[config.mk]
export PLATFORM = sky130hd
export DESIGN_NAME = alu_arbiter
export DESIGN_NICKNAME = d
export VERILOG_FILES = /design/src/rtl/alu_arbiter.sv
export SDC_FILE = /design/constraint.sdc
export NUM_CORES = 1
export LEC_CHECK = 0
export ABC_AREA = 1
export ABC_CLOCK_PERIOD_IN_PS = 2700
export BUFFER_PORTS_ARGS = -buffer_cell sky130_fd_sc_hd__buf_2
export CAP_MARGIN = 0
export CORE_MARGIN = 2
export CORE_UTILIZATION = 40
export CTS_BUF_LIST = sky130_fd_sc_hd__clkbuf_2
export DETAILED_ROUTE_END_ITERATION = 12
export HOLD_SLACK_MARGIN = 0.12
export PLACE_DENSITY = 0.68
export SKIP_LAST_GASP = 1
export SYNTH_ARGS = -nofsm -noshare
export SYNTH_HDL_FRONTEND = slang
export SYNTH_SLANG_ARGS = --single-unit
export TNS_END_PERCENT = 1
[constraint.sdc]
create_clock -name clk -period 2.7 [get_ports clk]
set_input_delay 0.54 -clock clk [delete_from_list [all_inputs] [get_ports clk]]
set_output_delay 0.54 -clock clk [all_outputs]
set_load 0.05 [all_outputs]
[src/rtl/alu_arbiter.sv]
// alu_arbiter: round-robin arbiter sharing one latency-LAT registered ALU between two requesters
module alu_arbiter #(
  parameter int LAT = 2
) (
  input  logic       clk,
  input  logic       rst,
  input  logic       req0,
  input  logic       req1,
  input  logic [2:0] op0,
  input  logic [2:0] op1,
  input  logic [7:0] a0,
  input  logic [7:0] b0,
  input  logic [7:0] a1,
  input  logic [7:0] b1,
  output logic       done0,
  output logic       done1,
  output logic [7:0] res,
  output logic       flag,
  output logic       err,
  output logic       busy,
  output logic [7:0] alu_a,
  output logic [7:0] alu_b,
  output logic [2:0] alu_op,
  input  logic [7:0] alu_s,
  input  logic       alu_flag
);
  typedef enum logic [1:0] {IDLE, WAIT, DONE} state_t;
  state_t state, state_nx;
  logic last_gnt, owner, bad, gnt, sel;
  logic [2:0] op_sel;
  logic [7:0] cnt;
  always_comb begin
    gnt = state == IDLE && (req0 || req1);
    sel = (req0 && req1) ? ~last_gnt : req1;
    op_sel = sel ? op1 : op0;
    state_nx = state == IDLE ? (gnt ? WAIT : IDLE) :
               state == WAIT ? ((bad || cnt == 8'(LAT)) ? DONE : WAIT) : IDLE;
  end
  always_ff @(posedge clk or posedge rst)
    if (rst) state <= IDLE;
    else state <= state_nx;
  // illegal opcodes still pass through WAIT for one edge so done lands at N+1
  always_ff @(posedge clk or posedge rst)
    if (rst) begin
      last_gnt <= 1'b1;
      owner <= 1'b0;
      bad <= 1'b0;
      cnt <= '0;
      res <= '0;
      flag <= 1'b0;
      alu_a <= '0;
      alu_b <= '0;
      alu_op <= '0;
    end else begin
      if (gnt) begin
        owner <= sel;
        last_gnt <= sel;
        bad <= op_sel > 3'd4;
        cnt <= '0;
        if (op_sel <= 3'd4) begin
          alu_a <= sel ? a1 : a0;
          alu_b <= sel ? b1 : b0;
          alu_op <= op_sel;
        end
      end
      if (state == WAIT) begin
        cnt <= cnt + 8'd1;
        if (bad) begin
          res <= '0;
          flag <= 1'b0;
        end else if (cnt == 8'(LAT)) begin
          res <= alu_s;
          flag <= alu_flag;
        end
      end
    end
  assign done0 = state == DONE && !owner;
  assign done1 = state == DONE && owner;
  assign err = state == DONE && bad;
  assign busy = state != IDLE;
endmodule

==> results of run 1 <==
-- layer usage --
layer / vias up / track usage, % / wire [um]
met5: - / 0 / 0
met4: 0 / 4.29 / 36
met3: 4 / 4.10 / 308
met2: 81 / 30.2 / 2330
met1: 871 / 22.4 / 2140
li1: 1019 / - / -
-- kinds of logic after synthesis --
| family | count (synthesis) | synth area share [%] |
|---|---|---|
| DFF | 41 | 50.2 |
| AOI/OAI and AO/OA | 18 | 4.53 |
| adders and majority gates | 2 | 1.22 |
| buffers and inverters | 34 | 7.46 |
| and+or+nand+nor | 177 | 36.6 |
-- path summary, 6_finish.rpt --
check,to,cells after the start
worst max register to register,alu_a[2],9
min in group clk,res[5],3
worst min-delay path,cnt[1],2
max in group asynchronous,res[7],3
worst min register to register,res[6],2
worst max-delay path,alu_a[2],9
-- critical path, cell delays in order (launching register included) --
cell     delay [ns]
dfstp_2        0.59
nand2_2        0.07
nand2_2        0.28
inv_2          0.22
nand2_1        0.10
nand2_1        0.10
nand2_4        0.22
nand2_4        0.19
nand2_1        0.11
nand2_1        0.05
-- cells in the mapped netlist --
library cell,number
buf_4,1
o22ai_1,2
nand4_1,10
dfrtp_1,40
inv_2,2
nand2_2,3
buf_6,2
nor2_1,9
inv_1,22
dfstp_2,1
nand3_1,24
clkbuf_1,1
a21oi_1,4
nand3b_1,1
o21ai_0,9
buf_1,1
ha_1,2
nor2_2,1
o21ai_1,3
buf_2,5
nand2_1,127
nand2_4,2
-- area by class of cell --
class                           instances  area, um^2  share of cell area, %
Clock buffer                            5        25.0                  0.968
Timing Repair Buffer                   84         425                   16.4
Tap cell                               70        87.6                   3.39
Multi-Input combinational cell        197         866                   33.5
Sequential cell                        41        1030                   39.7
Clock inverter                          3        65.1                   2.52
Inverter                               24        90.1                   3.48
-- sequential cells by signal, summed over array words and instances (netlist names), 2 cells and up --
signal,count
cnt,8
alu_op,3
alu_a,8
state,2
alu_b,8
res,8
-- through the flow --
stage | util (%) | cell area [um^2] | cells | hold WS, ns | setup slack [ns]
detailed placement | 49.8 | 2500 | 416 | 0.455 | 0.565
global route | 51.6 | 2590 | 424 | 0.206 | 0.459
global placement | 49.8 | 2500 | 416 | 0.451 | 0.618
floorplan | - | 2050 | 272 | 0.450 | 0.931
finish | 51.6 | 2590 | 424 | 0.211 | 0.696
CTS | 51.6 | 2590 | 424 | 0.209 | 0.650
-- report_power, final --
group / total [mW] / switching, mW / internal (mW)
Clock: 0.449 / 0.201 / 0.248
Sequential: 0.973 / 0.130 / 0.843
Combinational: 1.61 / 1.25 / 0.363
Total: 3.03 / 1.58 / 1.45
==> results.md, run 1 <==
* Syn Nets at 325
* Type of origin of the critical path: flop
* Fill cell count at about 520
* Die ar. at between 0.005 and 0.006 mm^2
* Skew final at 0.0255 ns
* ANT cells at 0
* Vias in the first global route at around 1800
* Max-slew violation count at 0
* Post-DR vias/cell at roughly 4.7
* Warnings from Yosys at 0
* Sequential share of the synthesized area at roughly half
* R2R Setup Slk at 0.70 ns
* Antenna violations before repair at 0
* Grt ovf at 0
* Root Buffer: clkbuf_2
* First-pass GRT wire length at between 7 and 8 mm
* TritonCTS Buffers at 5
* Synth top area cells: dfrtp_1 49%, nand2_1 23%, nand3_1 5.9%
* Cts hold-fix bufs at 0
* IO Pins at just over 80
* Worst-path fanout max at 21
* FP Rows at 26
* Tcrit/Tclk final at roughly three quarters
* RSZ-0062 raised after global routing: no
* NumNets Final at about 410
* CTS resizes at 0
* RD Place Congestion at 0.754
* Final setup violating endpoints at 0
* Mapped cell area at about 0.002 mm^2
* Worst-Skew Late Latency at between 0.3 and 0.4 ns
* R2R Path Start: last_gnt
* Total track usage at 17.6%
* Clock buffer depth at 2
* Power Total at approximately 3.0 mW
* Status: complete, no violations
* Tmin final at about 2.0 ns
* Antenna viol nets, final at 0
* Core area at 0.00501 mm^2
* Remaining DRCs at 0
* Largest net degree at the start of global routing at 29
* Critical path required time at about 3 ns
* Routed wire per std cell at about 11 um
* CTS tree: built
* Worst Setup Path Type: flop to flop
* Yosys top cell area share at between 40% and 50%
* Die H at roughly 76 um
* H-Tree Depth at 2
* Endpoints failing hold at 0
* Layout cells sized above 1 at 28.5%
* Clk pin slew, worst setup/hold paths at between 0.2 and 0.25 ns
* Mapped Cells at ~270
* Detailed Route WL at just under 5 mm
* Relative slew slack at between 30% and 40%
* Setup TNS at 0 ns
* Worst Path Arrival at 2.31 ns
* Worst Setup SP: last_gnt
* Max_cap viols at 0
* Hold Crit Class: primary input to async pin
* Worst vdd ir at roughly 0.00053 V
* Clock tree sinks at 41
* DR iter-0 viols at 96
* Most frequent cells in the layout: 127 x nand2_1, 82 x buf_2, 40 x dfrtp_1, 24 x nand3_1, 21 x inv_1
* TritonRoute pass-1 iters at 4
* Unique masters post-synth at 22
* Worst Setup End Kind: flop
* Leakage at 1.55 nW
* Die W at between 70 and 80 um
* Slew @ Worst Pin at 0.946 ns
* Post-DP HPWL at approximately 3.7 mm
* Yosys top cell by area: dfrtp_1
* Routed vias at a little under 2000
* Initial core utilization at between 40% and 50%
* Post-CTS setup buffers at 0
* #FFs+latches synth at 41
* Synthesis-to-layout area growth at 26.4%
* IO Port Bufs at slightly above 80
* Fmax achieved at 499 MHz
* Commonest non-fill, non-tap cell in the layout: nand2_1
* Pwr per Cell Area at 1170 mW/mm^2
* Syn avg cell area at 7.52 um^2
No activity file was read; power rests on OpenSTA's default activity.
==> run 2: changes to the inputs <==
Settings changed: ABC_CLOCK_PERIOD_IN_PS 2700 to 1700, PLACE_DENSITY 0.68 to 0.71.
Clock period 2.7 ns to 1.7 ns, I/O delays scaled along.
==> run 2 against run 1 <==
Effect of this change: clock power up 25%; sequential cell count unchanged; total power grew 58%; global-route usage grew 1.1 points; count of clock-buffer cells in the layout increased by 1; design area up 2.8%; via count rose by 0.51%; setup slack lost 0.60 ns; critical path depth down 5; sequential power increased by 58%.
==> results.md, run 2 (same netlist as run 1, synthesis figures left out) <==
* Post-DP HPWL at 3.63 mm (-0.83%)
* Worst-Skew Late Latency at 0.39 ns (about the same)
* Slew @ Worst Pin at 0.354 ns (-0.592 ns)
* Die W at 75.5 um (unchanged)
* Largest net degree at the start of global routing at 42 (+45%)
* Die H at 75.5 um (unchanged)
* Fmax achieved at between 600 and 700 MHz
* Tcrit/Tclk final at between 90% and 100%
* Status: complete, no violations
* Commonest non-fill, non-tap cell in the layout: nand2_1
* Tmin final at around 1.6 ns
* Max-slew violation count at 0 (unchanged)
* Worst Setup Path Type: flop to output port
* Clock buffer depth at 2 (unchanged)
* ANT cells at 0 (unchanged)
* Antenna violations before repair at 0 (unchanged)
* Synthesis-to-layout area growth at 30.0%
* Crit-path cells: inv_1 > nand2_1 > nor2_1 > buf_4
* Antenna viol nets, final at 0 (unchanged)
* Critical path required time at 1.36 ns (-1.65 ns)
* CTS tree: built
* R2R Path Start: cnt[0]
* TritonRoute pass-1 iters at 4 (unchanged)
* Hold Crit Class: primary input to flop
* First-pass GRT wire length at 8.06 mm (+3.6%)
* Clk pin slew, worst setup/hold paths at 0.20 ns (-0.02 ns)
* Skew final at 0.0138 ns (-0.0116 ns)
* Met3 usage at 5.42% (+1.3 points)
* Max_cap viols at 0 (unchanged)
* H-Tree Depth at 2 (unchanged)
* Routed wire per std cell at 11.3 um (-0.17%)
* Worst Hold Slack at 0.182 ns (-0.0296 ns)
* Remaining DRCs at 0 (unchanged)
* Pwr per Cell Area at 1810 mW/mm^2 (+54%)
* Min-delay src: alu_s[6]
* RSZ-0062 raised after global routing: yes
* Type of origin of the critical path: flop
* Worst Path Arrival at 1.26 ns (-1.05 ns)
* Slowest cell on the critical path: dfrtp_1
* RD Place Congestion at 0.887 (+18%)
* Post-DR vias/cell at 4.58 (-1.6%)
* Hold Path Depth at 3
* R2R depth at 7 (-2)
* Initial core utilization at 40.8% (unchanged)
* Core area at 0.00501 mm^2 (unchanged)
* DR iter-0 viols at 82 (-15%)
* Detailed Route WL at 4.91 mm (+2.0%)
* Total track usage at 18.6% (+1.1 points)
* Hold Path End: res[6]
* Met1 Usage GRT at 24.1% (+1.7 points)
* Placed instance count at 424 (+1.9%)
* Grt met2 use at 30.6% (+0.39 points)
* Kind of cell adding the most delay to the critical path: flip-flops
* Final setup violating endpoints at 0 (unchanged)
* Worst Setup End Kind: output port
* IO Pins at 83 (unchanged)
* Leakage at 1.59 nW (+2.5%)
* GRT Max-Usage Layer: met2
* Vias in the first global route at 1837 (+0.88%)
* Non-filler instance count after layout at 433 (+2.1%)
* Worst path max stage delay at 0.42 ns (-0.17 ns)
* Most frequent cells in the layout: 127 x nand2_1, 79 x buf_2, 40 x dfrtp_1, 24 x nand3_1, 21 x inv_1
* NumNets Final at 415 (+2.2%)
* R2R Setup Slk at 0.14 ns (-0.56 ns)
* Relative slew slack at 76.3% (+40 points)
* Worst-path fanout max at 3 (-86%)
* IO Port Bufs at 82 (unchanged)
* FP Rows at 26 (unchanged)
* Clock tree sinks at 41 (unchanged)
* Post-CTS setup buffers at 0 (unchanged)
* R2R Path End: res[0]
* Root Buffer: clkbuf_2
* Worst vdd ir at 0.000835 V (+57%)
* Layout cells sized above 1 at 29.8% (+1.2 points)
* Critical path buffers and inverters at 2 (+1)
* TritonCTS Buffers at 5 (unchanged)
* Die ar. at 0.00570 mm^2 (unchanged)
* Routed vias at 1985 (+0.51%)
* Grt ovf at 0 (unchanged)
* Endpoints failing hold at 0 (unchanged)
==> run 2: changes by cell type in the layout (fill, tap and decap cells not counted), sizes merged <==
cell,delta
dlygate4sd3,+1
buf,+8
clkbuf,+1
bufinv,-1
==> run 2: timing repair <==
item | 4_1_cts | 5_1_grt
endpoints found under the setup margin | 2 | 27
gates resized for setup | 1 | 6
hold buffers | 1 | 0
endpoints found under the hold margin | 40 | 0
==> run 2: per-stage QoR <==
step	setup WS [ns]	area, um^2	TNS [ns]	util [%]	power, mW
after floorplan	0.131	2050	0	-	3.55
after global placement	0.207	2570	0	51.3	4.21
after detailed placement	0.114	2570	0	51.3	4.26
after CTS	-0.00142	2650	-0.00142	52.8	4.84
after global routing	-0.0354	2660	-0.132	53.1	5.19
final	0.0956	2660	0	53.1	4.81
==> run 2: worst reg2reg max path: stages, from the launching register on <==
cell	delay, ns
dfrtp_1	0.44
inv_1	0.10
ha_1	0.16
nand3_1	0.09
o21ai_0	0.23
nand2_1	0.28
nand2_1	0.13
nand2_1	0.06
==> run 2: final cells by class <==
class	instances	area (um^2)
tap	70	87.6
multi-input combinational	197	871
sequential	41	1030
timing repair buffer	93	519
fill	503	2350
clock buffer	6	30.0
inverter	24	90.1
clock inverter	2	33.8
==> run 2: worst max path at each step <==
stage              from        to  slack (ns)  depth (start not counted)
4_1_cts        state[0]     done0      -0.001                          4
2_1_floorplan       bad       err        0.13                          3
6_report       state[0]       err         0.1                          4
3_3_place_gp   last_gnt  alu_b[2]        0.21                          9
5_1_grt        state[0]     done0       -0.04                          4
3_5_place_dp   last_gnt  alu_a[5]        0.11                          9
==> run 2: power by group <==
group | internal, mW | switching, mW
combinational | 0.680 | 2.02
clock | 0.251 | 0.310
sequential | 1.34 | 0.205
==> run 2: layer usage <==
layer	share of wire [%]	vias to the layer above
met5	0	-
met4	0.43	0
met3	6.2	4
met2	47	75
met1	46	869
li1	-	1037
==> run 3: changes to the inputs <==
Settings changed: CTS_CLUSTER_DIAMETER from default to 50, PLACE_DENSITY 0.71 to 0.77.
==> run 3 against run 2 <==
Effect of this change: core utilization grew 0.37 points; setup slack gained 0.0029 ns; clock skew grew 0.0048 ns; critical path type unchanged.
==> results.md, run 3 (same netlist as run 1, synthesis figures left out) <==
* Remaining DRCs at 0 (unchanged)
* R2R Path Start: cnt[0]
* CTS tree: built
* RD Place Congestion at 0.791 (-11%)
* FP Rows at 26 (unchanged)
* Root Buffer: clkbuf_2
* Register area at 0.00103 mm^2 (unchanged)
* Clock tree sinks at 41 (unchanged)
* ANT cells at 0 (unchanged)
* Most frequent cells in the layout: 125 x nand2_1, 79 x buf_2, 40 x dfrtp_1, 24 x nand3_1, 21 x inv_1
* Vias in the first global route at 1946 (+5.9%)
* Die W at 75.5 um (unchanged)
* Tcrit/Tclk final at 94.2% (-0.17 points)
* Tmin final at 1.60 ns (-0.00289 ns)
* Max-slew violation count at 0 (unchanged)
* Layout cells sized above 1 at 31.3% (+1.6 points)
* Relative slew slack at 66.5% (-9.9 points)
* Hold Path Depth at 3 (unchanged)
* Detailed Route WL at 5.05 mm (+2.7%)
* Die ar. at 0.00570 mm^2 (unchanged)
* Clk pin slew, worst setup/hold paths at 0.19 ns (about the same)
* Post-DP HPWL at 3.76 mm (+3.5%)
* Grt ovf at 0 (unchanged)
* First-pass GRT wire length at 7.93 mm (-1.6%)
* Post-CTS setup buffers at 0 (unchanged)
* TritonRoute pass-1 iters at 4 (unchanged)
* Antenna viol nets, final at 0 (unchanged)
* Fin util at 53.4% (+0.37 points)
* Clock buffer depth at 2 (unchanged)
* Largest net degree at the start of global routing at 42 (unchanged)
* R2R depth at 7 (unchanged)
* RSZ-0062 raised after global routing: yes
* Worst-path fanout max at 2 (-1)
* TritonCTS Buffers at 5 (unchanged)
* Worst Setup Path Type: flop to output port
* R2R Path End: res[3]
* Worst Setup End Kind: output port
* Crit-path cells: inv_1 > nand2_1 > buf_2
* Max_cap viols at 0 (unchanged)
* Worst Path Arrival at 1.26 ns (about the same)
* Initial core utilization at 40.8% (unchanged)
* Multi-input combinational cell area at 900 um^2 (+3.3%)
* Stages on worst setup path at 3 (-1)
* Synthesis-to-layout area growth at 30.9%
* Core area at 0.00501 mm^2 (unchanged)
* Critical path buffers and inverters at 2 (unchanged)
* Fmax achieved at 624 MHz (+0.18%)
* H-Tree Depth at 2 (unchanged)
* Kind of cell adding the most delay to the critical path: flip-flops
* Skew final at 0.0186 ns (+0.00482 ns)
* Leakage at 1.58 nW (-0.68%)
* IO Port Bufs at 82 (unchanged)
* Fill cell count at 530 (+5.4%)
* Min-delay src: alu_flag
* Total track usage at 18.3% (-0.30 points)
* Commonest non-fill, non-tap cell in the layout: nand2_1
* Worst vdd ir at 0.000704 V (-16%)
* Die H at 75.5 um (unchanged)
* Endpoints failing hold at 0 (unchanged)
* Worst-Skew Late Latency at 0.40 ns (about the same)
* IO Pins at 83 (unchanged)
* Hold Crit Class: primary input to flop
* Slowest cell on the critical path: dfrtp_1
* Power Total at 4.85 mW (+0.80%)
* Type of origin of the critical path: flop
* Worst path max stage delay at 0.42 ns (about the same)
* Critical path required time at 1.36 ns (about the same)
* Routed wire per std cell at 11.6 um (+2.5%)
* Pwr per Cell Area at 1810 mW/mm^2 (about the same)
* NumNets Final at 416 (+0.24%)
* Slew @ Worst Pin at 0.503 ns (+0.149 ns)
* Hold Path End: flag
* Routed vias at 2032 (+2.4%)
* DR iter-0 viols at 129 (+57%)
* Status: complete, no violations
* Post-DR vias/cell at 4.68 (+2.1%)
* R2R Setup Slk at 0.13 ns (about the same)
* Antenna violations before repair at 0 (unchanged)
* Final setup violating endpoints at 0 (unchanged)
## run 3: cell count changes in the layout (fill, tap and decap cells not counted), sizes merged
cell,before,now
clkinvlp,0,1
clkbuf,6,5
nand2,132,134
buf,92,91
## run 3: metrics by stage
step | area (um^2) | hold WS [ns] | instances | setup TNS, ns | worst slack [ns]
floorplan | 2050 | 0.450 | 272 | 0 | 0.131
global placement | 2550 | 0.450 | 423 | 0 | 0.129
detailed placement | 2550 | 0.454 | 423 | 0 | 0.0705
CTS | 2630 | 0.153 | 432 | -0.00823 | -0.00462
global route | 2680 | 0.138 | 434 | -0.0845 | -0.0281
finish | 2680 | 0.187 | 434 | 0 | 0.0985
## run 3: worst max-delay path by stage
stage | endpoint | slack, ns | startpoint
detailed placement | alu_b[4] | 0.07 | last_gnt
floorplan | err | 0.13 | bad
global placement | alu_b[5] | 0.13 | req0
global route | res[2] | -0.03 | cnt[0]
finish | busy | 0.1 | state[1]
CTS | done1 | -0.005 | state[0]
## run 3: layout make-up
cell class | count | share of cell area (%)
multi-input cells | 199 | 33.6
inverters | 24 | 3.36
clock buffers | 5 | 0.935
flip-flops and latches | 41 | 38.4
clock inverters | 3 | 1.54
repair buffers | 92 | 18.9
well taps | 70 | 3.27
## run 3: report_power, final
group | internal, mW | switching (mW)
logic | 0.690 | 2.05
registers | 1.34 | 0.214
clock network | 0.243 | 0.310
## run 3: routing by layer
metal / global-route usage [%] / wire, um / up-vias
li1: - / - / 1044
met1: 21.1 / 2100 / 913
met2: 32.7 / 2580 / 65
met3: 4.37 / 259 / 10
met4: 7.60 / 106 / 0
met5: 0 / 0 / -
## run 3: worst min-delay path: stages
cell     delay (ns)
buf_2          0.10
nand4_1        0.08
nand2_1        0.05
## run 3: repair_timing
| item | CTS | global route |
|---|---|---|
| cloned | 0 | 2 |
| hold endpoints to repair | 40 | 0 |
| resized for setup | 1 | 13 |
| pin swaps | 0 | 1 |
| setup endpoints to repair | 3 | 26 |
| hold buffers | 1 | 0 |
